$ cat src/rtl/sw_debounce_pkg.sv
// Shared io package for the switch input block: default sizing of the
// debouncer and the LSU address of the switch-status (change mask) register.
package sw_debounce_pkg;

  localparam int          SW_TICK_DIV_DEF   = 4;
  localparam int          SW_N_SAMPLES_DEF  = 3;
  localparam int          SW_W_DEF          = 32;
  localparam logic [31:0] SW_STATUS_ADDR    = 32'h1000_0010;

endpackage

$ cat src/rtl/sw_debounce_bit.sv
// One switch bit: 2-flop synchronizer, sample history and accepted level.
// With SW_DEBOUNCE_EN defined the level only moves when the history is
// unanimous; otherwise the level is the synchronizer output registered once.
// o_update is high in the cycle before o_level takes a new value, so the
// parent can register its change pulse and mask on the same edge.
module sw_debounce_bit
  import sw_debounce_pkg::*;
#(
  parameter int N_SAMPLES = SW_N_SAMPLES_DEF
) (
  input  logic i_clk,
  input  logic i_rst,
`ifdef SW_DEBOUNCE_EN
  input  logic i_tick,
`endif
  input  logic i_sw,
  output logic o_level,
  output logic o_update
);

  logic sync1;
  logic sync2;
  logic level_next;

  // Two-flop synchronizer for the raw asynchronous switch.
  always_ff @(posedge i_clk or posedge i_rst) begin
    if (i_rst) begin
      sync1 <= 1'b0;
      sync2 <= 1'b0;
    end else begin
      sync1 <= i_sw;
      sync2 <= sync1;
    end
  end

`ifdef SW_DEBOUNCE_EN
  logic [N_SAMPLES-1:0] hist;

  // Shift the synchronized value into the history on sample ticks only.
  always_ff @(posedge i_clk or posedge i_rst) begin
    if (i_rst) begin
      hist <= '0;
    end else if (i_tick) begin
      hist <= {hist[N_SAMPLES-2:0], sync2};
    end
  end

  // Unanimous history moves the level; mixed history holds it.
  always_comb begin
    level_next = o_level;
    if (&hist) begin
      level_next = 1'b1;
    end else if (~|hist) begin
      level_next = 1'b0;
    end
  end
`else
  logic cfg_unused;
  assign cfg_unused = (N_SAMPLES == 0);

  // Without debouncing the level simply follows the synchronizer.
  always_comb begin
    level_next = sync2;
  end
`endif

  assign o_update = level_next ^ o_level;

  // Accepted level register.
  always_ff @(posedge i_clk or posedge i_rst) begin
    if (i_rst) begin
      o_level <= 1'b0;
    end else begin
      o_level <= level_next;
    end
  end

endmodule

$ cat src/rtl/sw_debounce.sv
// Switch debouncer for the core's io_sw_i load path.
// Optional feature macro: SW_DEBOUNCE_EN (prescaler + per-bit histories).
// Without it each bit is synchronized and registered once (3-cycle latency).
// o_sw_change pulses in the cycle o_io_sw shows a new value; o_change_mask
// is sticky per bit and cleared by i_clr_change, with set winning over clear.
module sw_debounce
  import sw_debounce_pkg::*;
#(
  parameter int TICK_DIV  = SW_TICK_DIV_DEF,
  parameter int N_SAMPLES = SW_N_SAMPLES_DEF,
  parameter int SW_W      = SW_W_DEF
) (
  input  logic            i_clk,
  input  logic            i_rst,
  input  logic [SW_W-1:0] i_io_sw,
  input  logic            i_clr_change,
  output logic [SW_W-1:0] o_io_sw,
  output logic            o_sw_change,
  output logic [SW_W-1:0] o_change_mask
);

  logic [SW_W-1:0] update;
  logic            change_q;
  logic [SW_W-1:0] mask_q;

`ifdef SW_DEBOUNCE_EN
  localparam int             PW       = (TICK_DIV > 1) ? $clog2(TICK_DIV) : 1;
  localparam logic [PW-1:0]  PRE_LAST = PW'(TICK_DIV - 1);

  logic [PW-1:0] pre_cnt;
  logic          tick;

  assign tick = (pre_cnt == PRE_LAST);

  // Free-running sample prescaler, 0..TICK_DIV-1.
  always_ff @(posedge i_clk or posedge i_rst) begin
    if (i_rst) begin
      pre_cnt <= '0;
    end else if (tick) begin
      pre_cnt <= '0;
    end else begin
      pre_cnt <= pre_cnt + 1'b1;
    end
  end
`else
  logic cfg_unused;
  assign cfg_unused = (TICK_DIV == 0);
`endif

  for (genvar k = 0; k < SW_W; k++) begin : g_bit
    sw_debounce_bit #(
      .N_SAMPLES (N_SAMPLES)
    ) u_bit (
      .i_clk    (i_clk),
      .i_rst    (i_rst),
`ifdef SW_DEBOUNCE_EN
      .i_tick   (tick),
`endif
      .i_sw     (i_io_sw[k]),
      .o_level  (o_io_sw[k]),
      .o_update (update[k])
    );
  end

  // Change pulse and sticky mask update on the same edge as the levels.
  always_ff @(posedge i_clk or posedge i_rst) begin
    if (i_rst) begin
      change_q <= 1'b0;
      mask_q   <= '0;
    end else begin
      change_q <= |update;
      mask_q   <= (i_clr_change ? '0 : mask_q) | update;
    end
  end

  assign o_sw_change   = change_q;
  assign o_change_mask = mask_q;

endmodule
$ cat config.mk
export PLATFORM = sky130hd
export DESIGN_NAME = sw_debounce
export DESIGN_NICKNAME = d
export VERILOG_FILES = /design/src/rtl/sw_debounce_pkg.sv /design/src/rtl/sw_debounce_bit.sv /design/src/rtl/sw_debounce.sv
export SDC_FILE = /design/constraint.sdc
export NUM_CORES = 1
export LEC_CHECK = 0
export BUFFER_PORTS_ARGS = -buffer_cell sky130_fd_sc_hd__buf_2
export CAP_MARGIN = 25
export CORE_MARGIN = 8
export CORE_UTILIZATION = 45
export CTS_CLUSTER_DIAMETER = 80
export DETAILED_ROUTE_END_ITERATION = 10
export PLACE_DENSITY_LB_ADDON = 0.25
export SLEW_MARGIN = 20
export SYNTH_ARGS = -nofsm -noshare
export SYNTH_HDL_FRONTEND = slang
export SYNTH_SLANG_ARGS = --single-unit
export TNS_END_PERCENT = 1
$ cat constraint.sdc
create_clock -name i_clk -period 3.8 [get_ports i_clk]
set_clock_uncertainty 0.15 [all_clocks]
set_input_delay 0.38 -clock i_clk [delete_from_list [all_inputs] [get_ports i_clk]]
set_output_delay 0.38 -clock i_clk [all_outputs]
set_load 0.02 [all_outputs]
Word level (Yosys, flattened, before mapping) --
Index checks and enable logic that the tools add are counted.
Cells by class: bitwise logic cells 33, reduce and logical (&&, ||, !) cells 1, multiplexer cells 1
Operator list (number):
- $mux W32 | 1
- $or A32 B32 Y32 | 1
- $reduce_or A32 Y1 | 1
- $xor A1 B1 Y1 | 32
Word-level totals: output and inout bits 65, input bits 35, bits in registers 129, word-level logic and storage cells 133

Logic depth before layout (Yosys ltp) --
Gate-level depths: netlist (run 1).
depth in word-level cells 2, mapped depth 4, depth with buffers taken out 4

Cells and area by module --
Synthesis (run 1) repeated with hierarchy kept, for this count alone.
Unflattened totals: cell total of the unflattened synthesis 241, area total of the unflattened synthesis 3967.6 um2
By module, submodules not included:
- sw_debounce_bit | instances 32, cells each 5, area an instance 87.6 um2
- sw_debounce | instances 1, cells each 81, area an instance 1164.9 um2

Worst setup path after synthesis (run 1) --
No wires, ideal clock.
path type flip-flop to flip-flop, start register g_bit[4].u_bit.o_level, end register change_q (netlist: o_sw_change), setup slack 2.533 ns, required time 3.520 ns, buffers on the path 0, period minus slack after synthesis 1.267 ns, library setup time 0.130 ns, data arrival time 0.987 ns, stages on the path, launching flop included 5, path through dfrtp_1 -> xnor2_1 -> nand4_1 -> nor4_1 -> nand3_1
Between the ends: longest elaborated chain between the ends 2
RTL lines:
- start: declaration | RTL line sw_debounce_bit.sv:17 | output logic o_level,
- start signal: assignment | RTL line sw_debounce_bit.sv:74 | o_level <= level_next;
- $xor A1 B1 Y1 | RTL line sw_debounce_bit.sv:67 | assign o_update = level_next ^ o_level;
- $reduce_or A32 Y1 | RTL line sw_debounce.sv:71 | change_q <= |update;
- end signal: assignment | RTL line sw_debounce.sv:71
- end: declaration | RTL line sw_debounce.sv:23 | logic change_q;
No other way between the ends.

Worst setup path after layout (run 1) --
start register g_bit[3].u_bit.o_level, end output o_io_sw[3]
RTL lines:
- start: declaration | RTL line sw_debounce_bit.sv:17
- start signal: assignment | RTL line sw_debounce_bit.sv:74
- end: declaration | RTL line sw_debounce.sv:17 | output logic [SW_W-1:0] o_io_sw,
No word-level cell between the ends.

==> results of run 1 <==
-- what timing repair did --
action | 4_1_cts | 5_1_grt
hold endpoints to repair | 43 | 0
hold buffers | 33 | 0
setup endpoints to repair | 0 | 0
-- cells by family after synthesis --
group,Yosys count,share of synthesized area [%]
xor gates and xnor gates,32,6.81
AOI/OAI and AO/OA,32,3.89
DFF,129,78.5
and+or+nand+nor,12,1.67
buffers and inverters,68,9.13
-- registers in the layout (all words and copies together) (netlist names) --
signal / flops
g_bit.u_bit.sync1: 32
g_bit.u_bit.level_next: 32
o_sw_change: 1
o_change_mask: 32
g_bit.u_bit.o_level: 32
-- how the worst max path moves through the flow --
stage | depth (start not counted) | slack (ns) | to | from
2_1_floorplan | 1 | 1.67 | g_bit[0].u_bit.level_next$_DFF_PP0_ | i_rst
3_3_place_gp | 3 | 2.07 | g_bit[8].u_bit.sync1$_DFF_PP0_ | i_rst
3_5_place_dp | 3 | 2.03 | g_bit[9].u_bit.sync1$_DFF_PP0_ | i_rst
4_1_cts | 4 | 2.02 | g_bit[18].u_bit.o_level$_DFF_PP0_ | i_rst
5_1_grt | 4 | 2.03 | o_sw_change$_DFF_PP0_ | g_bit[14].u_bit.o_level$_DFF_PP0_
6_report | 1 | 2.19 | o_io_sw[3] | g_bit[3].u_bit.o_level$_DFF_PP0_
-- layer usage --
metal | track usage (%) | wire (um) | vias to the layer above | share of wire [%]
met5 | 0 | 0 | - | 0
met4 | 6.02 | 123 | 0 | 1.6
met3 | 5.95 | 489 | 9 | 6.4
met2 | 22.5 | 4010 | 58 | 53
met1 | 14.4 | 3000 | 1143 | 39
li1 | - | - | 1067 | -
-- final cells by class --
class / instances / area share, %
sequential: 129 / 58.6
timing repair buffer: 134 / 15.7
multi-input combinational: 76 / 9.25
clock buffer: 19 / 7.84
clock inverter: 12 / 3.75
tap: 111 / 2.52
inverter: 33 / 2.32
-- per-stage QoR --
step / util (%) / total power, mW
after floorplan: - / 1.71
after global placement: 49.9 / 1.79
after detailed placement: 49.9 / 1.80
after CTS: 60.5 / 3.56
after global routing: 60.8 / 3.65
final: 60.8 / 3.52
-- cells in the final DEF, fill, tap and decap left out --
master and instances:
clkinvlp_4 2, nor4_1 1, nand4_1 8, buf_2 99, clkinv_2 1, clkbuf_8 2, xnor2_1 32, dlygate4sd3_1 33
o21ai_0 32, buf_12 2, clkbuf_1 1, inv_1 32, nand3_1 1, nor2_1 2, dfrtp_1 129, clkinv_4 3
inv_6 2, bufinv_16 5, clkbuf_16 16
-- where the power goes --
group          leakage (nW)  switching [mW]  internal [mW]
combinational         0.855           0.174          0.112
clock                 0.309           0.564           1.15
sequential             1.47          0.0494           1.47
total                  2.64           0.787           2.73
==> metrics, run 1 <==
Final setup viols=0; # diodes=0; setup ws final=2.19 ns; Detail Route Antenna Nets=0; layout cells sized above 1=32.8%; RSZ-0062 raised after global routing=no; initial antenna violation count=0; Synth-to-Final Area Change=33.9%; hold path cells=0; clk buf depth=2; Max Transition Viols Final=0; r2r endpoint=o_sw_change$_DFF_PP0_; reg2reg path depth=4; status=complete, no violations; CP Launch Type=flop; CP peak stage delay=0.40 ns; Final Cell Area=0.00551 sq mm; HP Start=g_bit[18].u_bit.sync1$_DFF_PP0_; Netlist cell types=10; Final Hold Violating Endpoints=0; CP top delay family=flip-flops; root buffer cell=clkbuf_8; # H-tree levels=4; Commonest cells post-synth=dfrtp_1 (129), inv_1 (33), buf_4 (32), o21ai_0 (32), xnor2_1 (32); post-synth top area share=78.5%; Setup TNS=0 ns; MaxCap Viol Count=0; GPL Wtd Cong=0.741; DR WL/cell=14.8 um; first-pass iteration count of the detailed router=4; Starting Density=45.4%; internal reg-to-reg setup slack=2.20 ns; vias in the first global route=2,612; vias per inst=4.43; Tcrit/Tclk final=42.3%; PD cells=638 mW/mm^2; worst skew pair latency=0.50 ns; overall global routing resource usage=13.5%; Min-Delay Endpoint=g_bit[18].u_bit.level_next$_DFF_PP0_; Data arrival, critical path=1.08 ns; post-cts resize count=0; Port Buf Inserts=99; DR DRC count=0; Synth Warn #=0; critical path endpoint category=output pin; mapped cell area=0.00411 sq mm; top-count cell post-synth=dfrtp_1; Slew Limit Headroom=63.4%; Clock transition at path regs=0.06 ns; syn avg cell area=15.1 sq um; post-synthesis net count=308; Hold WC Path Type=flop to flop; Yosys reg bits=129; Fillers=715; Gate Count Post-Synth=273; DRT iter0 DRCs=67; top cells by area, synth=dfrtp_1 (78%), xnor2_1 (6.8%), buf_4 (5.8%); Post-synth top flop=dfrtp_1; TritonCTS clock tree=done; Place WS=2.03 ns; first-pass GRT wire length=13.0 mm; sequential area share after synthesis=78.5%; register area=0.00323 sq mm; Die Area=0.0125 sq mm; Die Width=112 um; worst path cell trace=buf_2; Synth async-reset ratio=100%; final cell count without fillers=514; Routed Wire Length=7.63 mm; hold_ws=0.193 ns; worst vdd ir=0.000434 V; Nets=426; Post-Place Cells=449; number of cell rows=35; Leakage=2.64 nW; Critical Path Fanout Max=2; Slowest-stage cell, CP=dfrtp_1; r2r startpoint=g_bit[16].u_bit.o_level$_DFF_PP0_; WS Path Type=flop to output pin; min cycle time layout=1.61 ns; fmax=623 MHz; Ports=100; Die Y=112 um; routed via count=2,277; CP required=3.27 ns; Sink Count=129; DP Area=0.00452 sq mm; grt ovf=0; # Post-CTS Setup Buffers=0; Buf/Inv on CP=1; post-synth top area cell=dfrtp_1; CTS Buf Count=17; largest net degree at the start of global routing=81; number of enable flip-flop cells after synthesis=0; multi-input logic area=509 sq um; measured slew at the worst slew-check pin=0.548 ns; Core Region=0.00906 sq mm; DP Wirelength=5.14 mm
No activity file was read; power rests on OpenSTA's default activity.
==> inputs of run 2 (changes only) <==
- clock period: 3.8 -> 1.5 ns (I/O delays scaled with it)
==> metrics, run 2 (synthesis gave the netlist of run 1 again) <==
Leakage=2.67 nW (+1.5%); Ports=100 (unchanged); root buffer cell=clkbuf_8; Logic pwr share=8.6% (+0.5 points); Synth-to-Final Area Change=35.3%; fmax=698 MHz; Power Internal=6.71 mW (+150%); first-pass GRT wire length=12.4 mm (-4.8%); number of cell rows=35 (unchanged); Reg power frac=44.0% (+0.9 points); Routed Wire Length=7.61 mm (-0.25%); status=complete, no violations; leading cell type in the layout, fill and taps excluded=dfrtp_1; vias per inst=4.39 (-0.89%); critical path endpoint category=flop; CP top delay family=simple AND/OR/NAND/NOR gates; min cycle time layout=1.43 ns; Core Region=0.00906 sq mm (unchanged); Sink Count=129 (unchanged); CP required=1.72 ns (-1.55 ns); CP Launch Type=flop; DR WL/cell=14.7 um (-0.83%); PD cells=1570 mW/mm^2 (+150%); initial antenna violation count=0 (unchanged); measured slew at the worst slew-check pin=0.577 ns (+0.0291 ns); Top Layer Used=met4; Detail Route met2 WL=3.97 mm (-0.87%); Die Width=112 um (unchanged); Buf/Inv on CP=0 (-1); Place WS=0.0157 ns (-2.01 ns); # diodes=0 (unchanged); CTS Buf Count=17 (unchanged); Detail Route Antenna Nets=0 (unchanged); Tcrit/Tclk final=95.6%; Final Cell Area=0.00556 sq mm (+1.0%); Slew Limit Headroom=61.5% (-1.9 points); Port Buf Inserts=99 (unchanged); Switching Fraction=23.0% (+0.58 points); overall global routing resource usage=13.1% (-0.35 points); Starting Density=45.4% (unchanged); DR DRC count=0 (unchanged); M1 WL=3.05 mm (+1.4%); # H-tree levels=4 (unchanged); Data arrival, critical path=1.65 ns (+0.57 ns); DP Area=0.00455 sq mm (+0.61%); MaxCap Viol Count=0 (unchanged); internal reg-to-reg setup slack=0.07 ns (-2.13 ns); vias in the first global route=2,501 (-4.2%); Setup TNS=0 ns (unchanged); switching pwr=2.00 mW (+150%); Critical Path Fanout Max=2 (unchanged); DR WL met3=511 um (+4.5%); routed via count=2,270 (-0.31%); DRT iter0 DRCs=62 (-7.5%); CP peak stage delay=0.39 ns (about the same); Die Y=112 um (unchanged); commonest cells after routing, fill and taps aside=dfrtp_1 (129), buf_2 (99), dlygate4sd3_1 (34); worst vdd ir=0.000889 V (+100%); Final setup viols=0 (unchanged); grt ovf=0 (unchanged); worst skew pair latency=0.50 ns (about the same); DP Wirelength=5.15 mm (+0.32%); first-pass iteration count of the detailed router=4 (unchanged); Die Area=0.0125 sq mm (unchanged); Max Transition Viols Final=0 (unchanged); WS Path Type=flop to flop; worst path cell trace=xnor2_1, nand4_1, nor4_1, nand3_1; Slowest-stage cell, CP=dfrtp_1; TritonCTS clock tree=done; GPL Wtd Cong=0.740 (-0.22%); Final Hold Violating Endpoints=0 (unchanged); Nets=428 (+0.47%); clock share of power=47.4% (-1.4 points); Hold WC Path Type=input port to flop; setup ws final=0.0667 ns (-2.13 ns); largest net degree at the start of global routing=82 (+1.2%); Clock transition at path regs=0.06 ns (about the same); layout cells sized above 1=35.0% (+2.2 points); clk buf depth=2 (unchanged); RSZ-0062 raised after global routing=no
[run 2: changes by cell type in the layout (fill, tap and decap cells not counted), sizes merged]
cell,before,now
buf,101,102
dlygate4sd3,33,34
clkinv,4,6
clkinvlp,2,4
bufinv,5,4
inv,34,32
[run 2: layout make-up]
type / count / area (sq um)
fill: 714 / 3500
inverter: 33 / 128
clock inverter: 13 / 188
clock buffer: 19 / 422
tap: 111 / 139
multi-input combinational: 76 / 577
timing repair buffer: 136 / 883
sequential: 129 / 3230
[run 2: worst reg2reg max path, cell delays in order, from the launching register on]
cell     delay [ns]
dfrtp_1        0.39
xnor2_1        0.23
nand4_1        0.17
nor4_1         0.26
nand3_1        0.11
[run 2: final timing paths]
| kind | from | end | cells after the start |
|---|---|---|---|
| max | g_bit[6].u_bit.o_level$_DFF_PP0_ | o_sw_change$_DFF_PP0_ | 4 |
| min | i_io_sw[27] | g_bit[27].u_bit.sync1$_DFF_PP0_ | 2 |
| max reg2reg | g_bit[6].u_bit.o_level$_DFF_PP0_ | o_sw_change$_DFF_PP0_ | 4 |
| min reg2reg | g_bit[15].u_bit.sync1$_DFF_PP0_ | g_bit[15].u_bit.level_next$_DFF_PP0_ | 0 |
| max in group asynchronous | i_rst | o_change_mask[20]$_DFF_PP0_ | 4 |
| min in group asynchronous | i_rst | g_bit[1].u_bit.level_next$_DFF_PP0_ | 4 |
[run 2: metal layers]
| layer | up-vias | global-route usage [%] |
|---|---|---|
| li1 | 1067 | - |
| met1 | 1134 | 13.7 |
| met2 | 61 | 22.2 |
| met3 | 8 | 5.74 |
| met4 | 0 | 6.29 |
| met5 | - | 0 |
[run 2: stage by stage]
| step | utilization (%) | total power, mW | instances | hold WS [ns] |
|---|---|---|---|---|
| global route | 61.4 | 9.06 | 517 | 0.111 |
| floorplan | - | 4.33 | 273 | 0.0314 |
| global placement | 50.2 | 4.55 | 451 | 0.108 |
| finish | 61.4 | 8.71 | 517 | 0.137 |
| CTS | 60.6 | 8.81 | 517 | 0.103 |
| detailed placement | 50.2 | 4.57 | 451 | 0.109 |
[run 2: what timing repair did]
| item | CTS | global route |
|---|---|---|
| setup buffers | 0 | 0 |
| endpoints found under the setup margin | 0 | 1 |
| hold buffers | 34 | 0 |
| endpoints found under the hold margin | 193 | 0 |
| resized for setup | 0 | 9 |
[run 2: power by group through the flow]
stage / logic [mW] / clock network (mW) / registers, mW
floorplan: 0.333 / 0 / 4.00
global placement: 0.671 / 0 / 3.88
detailed placement: 0.678 / 0 / 3.89
CTS: 0.749 / 4.23 / 3.84
global route: 0.819 / 4.37 / 3.87
finish: 0.747 / 4.13 / 3.84
